==> config.mk <==
export PLATFORM = sky130hd
export DESIGN_NAME = instr_fetch
export DESIGN_NICKNAME = d
export VERILOG_FILES = /design/src/rtl/instr_fetch_pkg.sv /design/src/rtl/instr_fetch_ifid.sv /design/src/rtl/instr_fetch.sv
export SDC_FILE = /design/constraint.sdc
export NUM_CORES = 1
export LEC_CHECK = 0
export ABC_AREA = 0
export CORE_UTILIZATION = 45
export CTS_CLUSTER_DIAMETER = 150
export DETAILED_ROUTE_END_ITERATION = 7
export PLACE_DENSITY_LB_ADDON = 0.3
export SYNTH_ARGS = -nofsm -noshare
export SYNTH_HDL_FRONTEND = slang
export SYNTH_HIERARCHICAL = 1
export SYNTH_SLANG_ARGS = --single-unit
==> constraint.sdc <==
create_clock -name clk -period 5.5 [get_ports clk]
set_clock_uncertainty 0.15 [all_clocks]
set_input_delay 0.825 -clock clk [delete_from_list [all_inputs] [get_ports clk]]
set_output_delay 0.825 -clock clk [all_outputs]
set_load 0.005 [all_outputs]
==> src/rtl/instr_fetch_pkg.sv <==
`default_nettype none
// ============================================================================
// Module      : instr_fetch_pkg
// Description : Shared constants for the IF stage. Contains the reset PC and
//               bubble defaults, the fetch FSM state encodings and the
//               jump-target helper.
// Revision    : 1.0 - initial release
// ============================================================================
package instr_fetch_pkg;

    localparam logic [31:0] RESET_PC_DEFAULT  = 32'h0000_0000;
    // sll $0,$0,0 encodes as all zeros
    localparam logic [31:0] NOP_INSTR_DEFAULT = 32'h0000_0000;

    // Fetch FSM encodings
    localparam logic [1:0] ST_FETCH   = 2'd0;  // request outstanding at pc
    localparam logic [1:0] ST_FULL    = 2'd1;  // skid buffer holds a fetched instr
    localparam logic [1:0] ST_DISCARD = 2'd2;  // wrong-path fetch still in flight

    // MIPS J-type target: upper nibble comes from PC+4 of the jump itself
    function automatic logic [31:0] jump_target(input logic [31:0] pc_plus4,
                                                input logic [25:0] jmp_field);
        return {pc_plus4[31:28], jmp_field, 2'b00};
    endfunction

endpackage
`default_nettype wire

==> src/rtl/instr_fetch_ifid.sv <==
`default_nettype none
// ============================================================================
// Module      : ifid_reg
// Description : IF/ID pipeline register (IR, nextInst, id_valid).
//               bubble has priority over load; neither means hold.
// Ports       : clk, rst (async, active-high), load, bubble,
//               ir_in/next_in (data to load), ir/next_inst/valid (outputs)
// Revision    : 1.0 - initial release
// ============================================================================
module ifid_reg #(
    parameter logic [31:0] NOP_INSTR = 32'h0000_0000
) (
    input  logic        clk,
    input  logic        rst,
    input  logic        load,
    input  logic        bubble,
    input  logic [31:0] ir_in,
    input  logic [31:0] next_in,
    output logic [31:0] ir,
    output logic [31:0] next_inst,
    output logic        valid
);

    logic [31:0] r_ir;
    logic [31:0] r_next;
    logic        r_valid;

    always_ff @(posedge clk or posedge rst) begin
        if (rst) begin
            r_ir    <= NOP_INSTR;
            r_next  <= 32'h0000_0000;
            r_valid <= 1'b0;
        end else if (bubble) begin
            r_ir    <= NOP_INSTR;
            r_next  <= 32'h0000_0000;
            r_valid <= 1'b0;
        end else if (load) begin
            r_ir    <= ir_in;
            r_next  <= next_in;
            r_valid <= 1'b1;
        end
    end

    assign ir        = r_ir;
    assign next_inst = r_next;
    assign valid     = r_valid;

endmodule
`default_nettype wire

==> src/rtl/instr_fetch.sv <==
`default_nettype none
// ============================================================================
// Module      : instr_fetch
// Description : MIPS IF stage with IF/ID register. Holds the PC, fetches over
//               a req/ack memory handshake (one outstanding request), applies
//               ID-resolved branch/jump redirects, absorbs a hazard stall with
//               a one-entry skid buffer and squashes wrong-path fetches.
// Ports       : clk, rst (async, active-high)
//               stall, PcSrc/beqAdr, Jmp/jmpAdr         - control from ID/hazard
//               imem_req/imem_addr/imem_rdata/imem_ack - instruction memory
//               IR, nextInst, id_valid                 - IF/ID to decode
//               pc                                     - current fetch PC
// Revision    : 1.0 - initial release
// ============================================================================
module instr_fetch
    import instr_fetch_pkg::*;
#(
    parameter logic [31:0] RESET_PC  = RESET_PC_DEFAULT,
    parameter logic [31:0] NOP_INSTR = NOP_INSTR_DEFAULT
) (
    input  logic        clk,
    input  logic        rst,
    input  logic        stall,
    input  logic        PcSrc,
    input  logic [31:0] beqAdr,
    input  logic        Jmp,
    input  logic [25:0] jmpAdr,
    output logic        imem_req,
    output logic [31:0] imem_addr,
    input  logic [31:0] imem_rdata,
    input  logic        imem_ack,
    output logic [31:0] IR,
    output logic [31:0] nextInst,
    output logic        id_valid,
    output logic [31:0] pc
);

    // ------------------------------------------------------------------
    // State
    // ------------------------------------------------------------------
    logic [1:0]  r_state;
    logic [31:0] r_pc;
    logic [31:0] r_pend_pc;    // redirect target waiting for the squashed ack
    logic [31:0] r_buf_ir;     // skid buffer
    logic [31:0] r_buf_next;
    logic        r_fetch_en;   // low for one cycle after reset so req starts late

    logic [1:0]  w_state_n;
    logic [31:0] w_pc_n;
    logic [31:0] w_pend_n;
    logic [31:0] w_buf_ir_n;
    logic [31:0] w_buf_next_n;
    logic        w_ifid_load;
    logic        w_ifid_bubble;
    logic [31:0] w_ifid_ir;
    logic [31:0] w_ifid_next;

    logic        w_redirect;
    logic [31:0] w_target;
    logic [31:0] w_pc_plus4;
    logic        w_ack;
    logic [31:0] w_pend_eff;

    // ------------------------------------------------------------------
    // Next-PC / target selection
    // ------------------------------------------------------------------
    assign w_redirect = ~stall & (PcSrc | Jmp);
    assign w_target   = PcSrc ? beqAdr : jump_target(nextInst, jmpAdr);
    assign w_pc_plus4 = r_pc + 32'd4;
    // An ack only means something while a request is actually out
    assign w_ack      = imem_ack & imem_req;
    // A redirect during DISCARD replaces the pending target
    assign w_pend_eff = w_redirect ? w_target : r_pend_pc;

    assign imem_req  = r_fetch_en & (r_state != ST_FULL);
    assign imem_addr = r_pc;
    assign pc        = r_pc;

    // ------------------------------------------------------------------
    // Fetch FSM
    // ------------------------------------------------------------------
    always_comb begin
        w_state_n     = r_state;
        w_pc_n        = r_pc;
        w_pend_n      = r_pend_pc;
        w_buf_ir_n    = r_buf_ir;
        w_buf_next_n  = r_buf_next;
        w_ifid_load   = 1'b0;
        w_ifid_bubble = 1'b0;
        w_ifid_ir     = imem_rdata;
        w_ifid_next   = w_pc_plus4;

        if (r_fetch_en) begin
            case (r_state)
                ST_FETCH: begin
                    if (stall) begin
                        // Decode is frozen: park the returning instr in the buffer
                        if (w_ack) begin
                            w_buf_ir_n   = imem_rdata;
                            w_buf_next_n = w_pc_plus4;
                            w_pc_n       = w_pc_plus4;
                            w_state_n    = ST_FULL;
                        end
                    end else if (w_redirect) begin
                        w_ifid_bubble = 1'b1;
                        if (w_ack) begin
                            w_pc_n = w_target;
                        end else begin
                            // Address must stay stable until the stale ack returns
                            w_pend_n  = w_target;
                            w_state_n = ST_DISCARD;
                        end
                    end else if (w_ack) begin
                        w_ifid_load = 1'b1;
                        w_pc_n      = w_pc_plus4;
                    end else begin
                        w_ifid_bubble = 1'b1;
                    end
                end

                ST_FULL: begin
                    if (!stall) begin
                        if (w_redirect) begin
                            w_pc_n        = w_target;
                            w_ifid_bubble = 1'b1;
                        end else begin
                            w_ifid_load = 1'b1;
                            w_ifid_ir   = r_buf_ir;
                            w_ifid_next = r_buf_next;
                        end
                        w_state_n = ST_FETCH;
                    end
                end

                ST_DISCARD: begin
                    w_pend_n = w_pend_eff;
                    if (!stall) begin
                        w_ifid_bubble = 1'b1;
                    end
                    if (w_ack) begin
                        w_pc_n    = w_pend_eff;
                        w_state_n = ST_FETCH;
                    end
                end

                default: begin
                    w_state_n = ST_FETCH;
                end
            endcase
        end
    end

    always_ff @(posedge clk or posedge rst) begin
        if (rst) begin
            r_state    <= ST_FETCH;
            r_pc       <= RESET_PC;
            r_pend_pc  <= RESET_PC;
            r_buf_ir   <= NOP_INSTR;
            r_buf_next <= 32'h0000_0000;
            r_fetch_en <= 1'b0;
        end else begin
            r_state    <= w_state_n;
            r_pc       <= w_pc_n;
            r_pend_pc  <= w_pend_n;
            r_buf_ir   <= w_buf_ir_n;
            r_buf_next <= w_buf_next_n;
            r_fetch_en <= 1'b1;
        end
    end

    // ------------------------------------------------------------------
    // IF/ID register
    // ------------------------------------------------------------------
    ifid_reg #(
        .NOP_INSTR (NOP_INSTR)
    ) u_ifid (
        .clk       (clk),
        .rst       (rst),
        .load      (w_ifid_load),
        .bubble    (w_ifid_bubble),
        .ir_in     (w_ifid_ir),
        .next_in   (w_ifid_next),
        .ir        (IR),
        .next_inst (nextInst),
        .valid     (id_valid)
    );

endmodule
`default_nettype wire

Word-level counts from Yosys, hierarchy flattened:

Index checks and enable logic that the tools add are counted.

* $add $sub $neg: 1
* eq/ne operators: 13
* bitwise gates (word level): 5
* reduce and logical (&&, ||, !) cells: 8
* muxes and demuxes: 50

Operators by type and width (number)
* 2-to-1 mux 32 bit: 24
* one-hot mux 32 bit (3 select lines): 1
* one-hot mux 32 bit (2 select lines): 1
* adder 32 x 3 -> 32 bit (second input constant): 1
* 2-to-1 mux 1 bit: 15
* 2-to-1 mux 2 bit: 6
* != test 2 bit (second input constant): 6
* AND reduction 6 bit: 2
* != test 3 bit (second input constant): 3
* one-hot mux 2 bit (3 select lines): 1
* AND reduction 5 bit: 1
* != test 4 bit (second input constant): 1
* AND reduction 4 bit: 1
* nonzero test 2 bit: 2
* AND 1 bit: 3
* one-hot mux 1 bit (3 select lines): 1
* nonzero test 3 bit: 1
* equality test 2 x 1 -> 1 bit (second input constant): 1
* equality test 2 bit (second input constant): 1
* zero test 2 bit: 1
* != test 2 x 1 -> 1 bit (second input constant): 1
* one-hot mux 1 bit (2 select lines): 1
* NOT 1 bit: 1
* bitwise OR 1 bit: 1

* bits in registers: 196
* output and inout bits: 130
* bits of input ports: 96

Logic depth before layout (Yosys ltp):

* depth in word-level cells: 10
* depth in mapped cells: 13
* mapped depth without buffers: 8

By module:

Netlist, hierarchy kept.

Modules (own cells, without submodules)
* instr_fetch: sequential area each 3278.1 um^2, times used 1, cells an instance 943, area an instance 8583.2 um^2
* ifid_reg: sequential area each 1626.6 um^2, times used 1, cells an instance 210, area an instance 2640.0 um^2

Least setup slack after synthesis:

No wires, ideal clock.

* path type: input to register
* start point: input port stall
* end point: register u_ifid.r_ir[0] (netlist: u_ifid/ir[0])
* arrival time: 2.494 ns
* required time: 5.218 ns
* stages on the path: 11
* path buffers: 5
* slack: 2.724 ns
* path through: buf_4 -> o21bai_1 -> nand2_1 -> buf_2 -> clkbuf_1 -> a21oi_1 -> a2bb2oi_1 -> nor2_1 -> buf_2 -> clkbuf_1 -> nor2_1

RTL lines
* start, declared: RTL line instr_fetch.sv:23 `input logic stall,`
* NOT 1 bit: RTL line instr_fetch.sv:67 `assign w_redirect = ~stall & (PcSrc | Jmp);`
* AND 1 bit: RTL line instr_fetch.sv:67
* 2-to-1 mux 1 bit (on tied branches): RTL line instr_fetch.sv:123, instr_fetch.sv:104
* 2-to-1 mux 1 bit (on tied branches): RTL line instr_fetch.sv:122, instr_fetch.sv:96
* one-hot mux 1 bit (3 select lines) (*): RTL line instr_fetch.sv:94 `case (r_state)`
* 2-to-1 mux 1 bit (*): RTL line instr_fetch.sv:93 `if (r_fetch_en) begin`
* named net w_ifid_bubble: RTL line instr_fetch.sv:54 `logic w_ifid_bubble;`
* 2-to-1 mux 32 bit or nonzero test 2 bit (tied branches)
* end signal, assigned: RTL line instr_fetch_ifid.sv:38 `r_ir <= ir_in;`
* end, declared: RTL line instr_fetch_ifid.sv:24 `logic [31:0] r_ir;`

Mark *: on every way through the listed nets, which the timed path passes. The rest lies on a longest branch. The select of a mux whose other input is x is not followed.
A chain may end at the register's enable or synchronous reset.

Final worst setup path:

* start point: register r_state[1]
* end point: register u_ifid.r_ir[9] (netlist: u_ifid/ir[9])

* word-level cells in the longest chain between the ends: 9

Ends and longest elaborated chain
* start, declared: RTL line instr_fetch.sv:41 `logic [1:0] r_state;`
* start signal, assigned: RTL line instr_fetch.sv:162 `r_state <= w_state_n;`
* != test 2 x 1 -> 1 bit: RTL line instr_fetch.sv:75 `assign imem_req = r_fetch_en & (r_state != ST_FULL);`
* AND 1 bit: RTL line instr_fetch.sv:75
* AND 1 bit: RTL line instr_fetch.sv:71 `assign w_ack = imem_ack & imem_req;`
* 2-to-1 mux 1 bit: RTL line instr_fetch.sv:113 `end else if (w_ack) begin`
* 2-to-1 mux 1 bit: RTL line instr_fetch.sv:104 `end else if (w_redirect) begin`
* 2-to-1 mux 1 bit: RTL line instr_fetch.sv:96 `if (stall) begin`
* one-hot mux 1 bit (3 select lines) (*): RTL line instr_fetch.sv:94
* 2-to-1 mux 1 bit (*): RTL line instr_fetch.sv:93
* named net w_ifid_bubble: RTL line instr_fetch.sv:54
* 2-to-1 mux 32 bit or nonzero test 2 bit (tied branches)

Marks and branches as above.

==> tab_implementation.tex <==
\begin{tabular}{lr}
\hline
Metric & Value \\
\hline
\multicolumn{2}{l}{\textbf{Placement}} \\
\quad Weighted congestion at the end of routability-driven global placement & roughly 0.9 \\
\quad Detailed placement HPWL & about 22000 µm \\
\quad Number of port buffers & roughly 230 \\
\multicolumn{2}{l}{\textbf{CTS}} \\
\quad Clk Latency, worst-skew pair & 450 ps \\
\quad Buffer type at the clock tree root & clkbuf\_16 \\
\quad Clock buffers created by TritonCTS & 17 \\
\quad Number of buffers added for setup after CTS & 0 \\
\quad Number of clock sinks & 196 \\
\quad Worst-case clock buffer depth & 2 \\
\quad Cts repair resizes & 0 \\
\quad TritonCTS clock tree & yes \\
\quad Clock input transition at the sequential cells of the worst setup and hold paths & $\sim$80 ps \\
\quad Hold buffers post-CTS & 0 \\
\quad H-Tree Level Count & 4 \\
\multicolumn{2}{l}{\textbf{Global routing}} \\
\quad Antenna violations before repair & 0 \\
\quad Pin count of the biggest net entering global routing & roughly 70 \\
\quad Via count of the first global-routing pass & roughly 9500 \\
\quad GRT Overall Usage & 25.4\% \\
\quad Global-route wire length before repair & $\sim$50000 µm \\
\quad Overflow after GRT & 0 \\
\multicolumn{2}{l}{\textbf{STA}} \\
\quad Hold violation total from the final report & 0 \\
\quad Clock period minus final worst setup slack & approximately 3800 ps \\
\quad Setup TNS after final layout & 0 ps \\
\quad Final-report max-slew violation count & 0 \\
\quad Period Utilization, post-route & 69.3\% \\
\quad Actual transition at the worst max-transition pin & around 1200 ps \\
\quad Hold\_ws & 332 ps \\
\quad Peak Freq & between 0.2 and 0.3 GHz \\
\quad Slew Limit Headroom & between 20\% and 30\% \\
\quad Count of final setup violators & 0 \\
\quad Setup repair after global routing missed its margin & false \\
\multicolumn{2}{l}{\textbf{Power}} \\
\quad Overall power of the completed layout & 6.70 mW \\
\quad Flop pwr share & about two fifths \\
\quad Clock share of power & 18.1\% \\
\quad Total power divided by cell area & a little under 500 nW/µm² \\
\quad Lkg Pwr & approximately 5.7 nW \\
\quad Worst VDD drop & 0.274 mV \\
\quad Switching part of the total & between 30\% and 40\% \\
\quad Power dissipated by switching net loads & approximately 2.6 mW \\
\quad Internal power consumption & between 4 and 5 mW \\
\quad Combinational cell fraction of total power & approximately 43\% \\
\multicolumn{2}{l}{\textbf{Synthesis}} \\
\quad Top cell type's share of synthesized area & between 40\% and 50\% \\
\quad Seq cells post-synth & roughly 200 \\
\quad Most common library cells after synthesis & dfrtp\_1, nor2\_1, mux2i\_1, a21oi\_1, o21ai\_0 \\
\quad Post-Syn Nets & approximately 1300 \\
\quad Area leader, netlist & dfrtp\_1 \\
\quad Most frequently used cell type in the post-synthesis netlist & dfrtp\_1 \\
\quad Yosys warnings & 6 \\
\quad Sequential element share of the synthesized area & a little over two fifths \\
\quad Cell count after synthesis & approximately 1200 \\
\quad Number of flops mapped to enable cells by yosys & 0 \\
\quad Proportion of register bits with asynchronous set or reset after synthesis & 100\% \\
\quad Post-synthesis area per instance & around 10 µm² \\
\quad Mapped Area & roughly 11000 µm² \\
\quad Ranking of synthesized cells by area & dfrtp\_1, mux2i\_1, mux2\_2 \\
\quad Most used DFF post-synth & dfrtp\_1 \\
\quad Distinct cell type count of the synthesized netlist & between 70 and 80 \\
\multicolumn{2}{l}{\textbf{Worst setup path}} \\
\quad Type of the setup path with the least slack & flip-flop to flip-flop \\
\quad Crit path required time & roughly 5700 ps \\
\quad Highest net fanout along the worst path & 47 \\
\quad Arrival time of the worst setup path & around 4000 ps \\
\quad Crit start category & flip-flop \\
\quad Largest stage delay on the critical path & around 940 ps \\
\quad Number of cells on the worst reg-to-reg path & 10 \\
\quad CP endpoint kind & flip-flop \\
\quad Worst path most repeated cell & buf\_4 \\
\quad Cell chain of the critical path & inv\_1, ha\_1, and3b\_1, nand2\_1, buf\_4, a21oi\_1, a2bb2oi\_1, nor2\_4, buf\_4, nor2\_1 \\
\quad Standard cell with the maximum stage delay on the critical path & nor2\_4 \\
\multicolumn{2}{l}{\textbf{Status}} \\
\quad Outcome & complete, no violations \\
\multicolumn{2}{l}{\textbf{Detailed routing}} \\
\quad Final wirelength & between 30000 and 40000 µm \\
\quad Number of violations reported at the end of detailed-routing iteration 0 & 649 \\
\quad Vias per std cell & between 5 and 6 \\
\quad Count of vias placed by the detailed router & between 9000 and 10000 \\
\quad Detail Route Antenna Nets & 0 \\
\quad Pre-antenna DRT Iters & 5 \\
\quad Post-route DRC & 0 \\
\quad Post-detailed-route wirelength per cell & slightly below 20 µm \\
\multicolumn{2}{l}{\textbf{Layout}} \\
\quad Share of cells above drive strength 1 & roughly 10\% \\
\quad Area growth from synthesis to layout & 23.3\% \\
\quad Final net count & roughly 1400 \\
\quad Antenna diodes & 0 \\
\quad Fill cell total of the finished layout & roughly 2200 \\
\multicolumn{2}{l}{\textbf{Worst hold path}} \\
\quad Min-delay worst type & flip-flop to flip-flop \\
\quad WHS Path Cells & 2 \\
\multicolumn{2}{l}{\textbf{Floorplanning}} \\
\quad Die X-Extent & 160 µm \\
\quad Starting utilization of the core area & between 40\% and 50\% \\
\quad FP Rows & 57 \\
\quad Number of ports placed on the die boundary & between 200 and 250 \\
\quad Placeable core region & 24400 µm² \\
\quad Die Span Y & approximately 160 µm \\
\quad Total die area & 25600 µm² \\
\multicolumn{2}{l}{\textbf{Flow run}} \\
\quad Max cap viols & 0 \\
\hline
\end{tabular}
==> worst paths after layout <==
kind | startpoint | end | slack, ps
min in group asynchronous | rst | r_buf_ir[14] | 670
max in group asynchronous | rst | r_buf_ir[2] | 3410
worst min-delay path | r_buf_next[20] | r_buf_next[20] | 330
worst min register to register | r_buf_next[20] | r_buf_next[20] | 330
worst max register to register | r_state[1] | u_ifid/ir[9] | 1690
worst max-delay path | r_state[1] | u_ifid/ir[9] | 1690
==> cell type report <==
cell class              instances  area (µm²)  share of cell area, %
clock buffers                  19         443                   3.20
clock inverters                13         120                  0.868
inverters                      13        51.3                  0.371
well taps                     324         405                   2.93
multi-input cells             810        5510                   39.8
flip-flops and latches        196        4900                   35.4
repair buffers                245        2410                   17.4
==> metal layers <==
metal  track usage, %  part of all wire, %  up-vias
met5                0                    0        -
met4             10.4                  3.5        0
met3             4.57                  6.0       71
met2             41.7                   48      364
met1             33.1                   43     4581
li1                 -                    -     4359
==> worst max-delay path, delay by kind of cell (launching register included) <==
kind	cells	cell delay, ps
flip-flops	1	450
AND/OR/NAND/NOR	4	1360
AO/OA/AOI/OAI	2	310
adder cells (fa/ha/maj)	1	630
buffers and inverters	3	770
==> cells by family after synthesis <==
group	after synthesis	synth area share (%)
buf+inv	147	7.63
xor+xnor	30	2.34
compound gates	263	14.6
other cells	1	0.0334
flops	196	43.7
mux	173	16.3
fa+ha+maj	5	0.557
simple gates	338	14.8
==> metrics by stage <==
step / setup slack (ps) / cell area, µm² / utilization [%] / instances
floorplan: 1030 / 11200 / - / 1153
global placement: 1500 / 13300 / 54.4 / 1588
detailed placement: 1460 / 13300 / 54.4 / 1588
CTS: 1760 / 13800 / 56.7 / 1620
global route: 1480 / 13800 / 56.7 / 1620
finish: 1690 / 13800 / 56.7 / 1620
==> layout by cell type (no fill, tap or decap), types with 6 or more instances in the layout <==
master,synthesis,routed
dfrtp_1,196,196
nor2_1,160,159
a211oi_1,7,7
nor4_1,10,9
o22ai_1,7,7
xor2_1,15,15
clkdlybuf4s50_1,0,224
nand2_1,66,66
and3_1,9,8
mux2_1,22,22
o21ai_0,78,78
mux2_2,59,59
xnor2_1,15,15
nand4_1,19,19
and4_1,6,6
nand2b_1,6,6
inv_1,11,9
a32o_1,11,11
buf_4,44,19
nor3_1,6,6
o211ai_1,10,10
mux2i_1,92,92
a31oi_1,16,16
clkbuf_16,0,17
nand3_1,25,24
a21oi_1,80,80
==> power groups by stage <==
stage | clock network [mW] | logic, mW | registers, mW
after floorplan | 0 | 1.95 | 2.36
after global placement | 0 | 2.79 | 2.60
after detailed placement | 0 | 2.85 | 2.62
after CTS | 1.24 | 2.87 | 2.60
after global routing | 1.30 | 3.16 | 2.69
final | 1.22 | 2.87 | 2.61
==> flip-flops by register name, indices dropped and copies added (netlist names) <==
register / count
imem_addr: 32
r_buf_ir: 32
r_buf_next: 32
r_fetch_en: 1
r_pend_pc: 32
r_state: 2
u_ifid/ir: 32
u_ifid/next_inst: 32
u_ifid/valid: 1
Note: power is estimated with default switching activity, not from simulation.
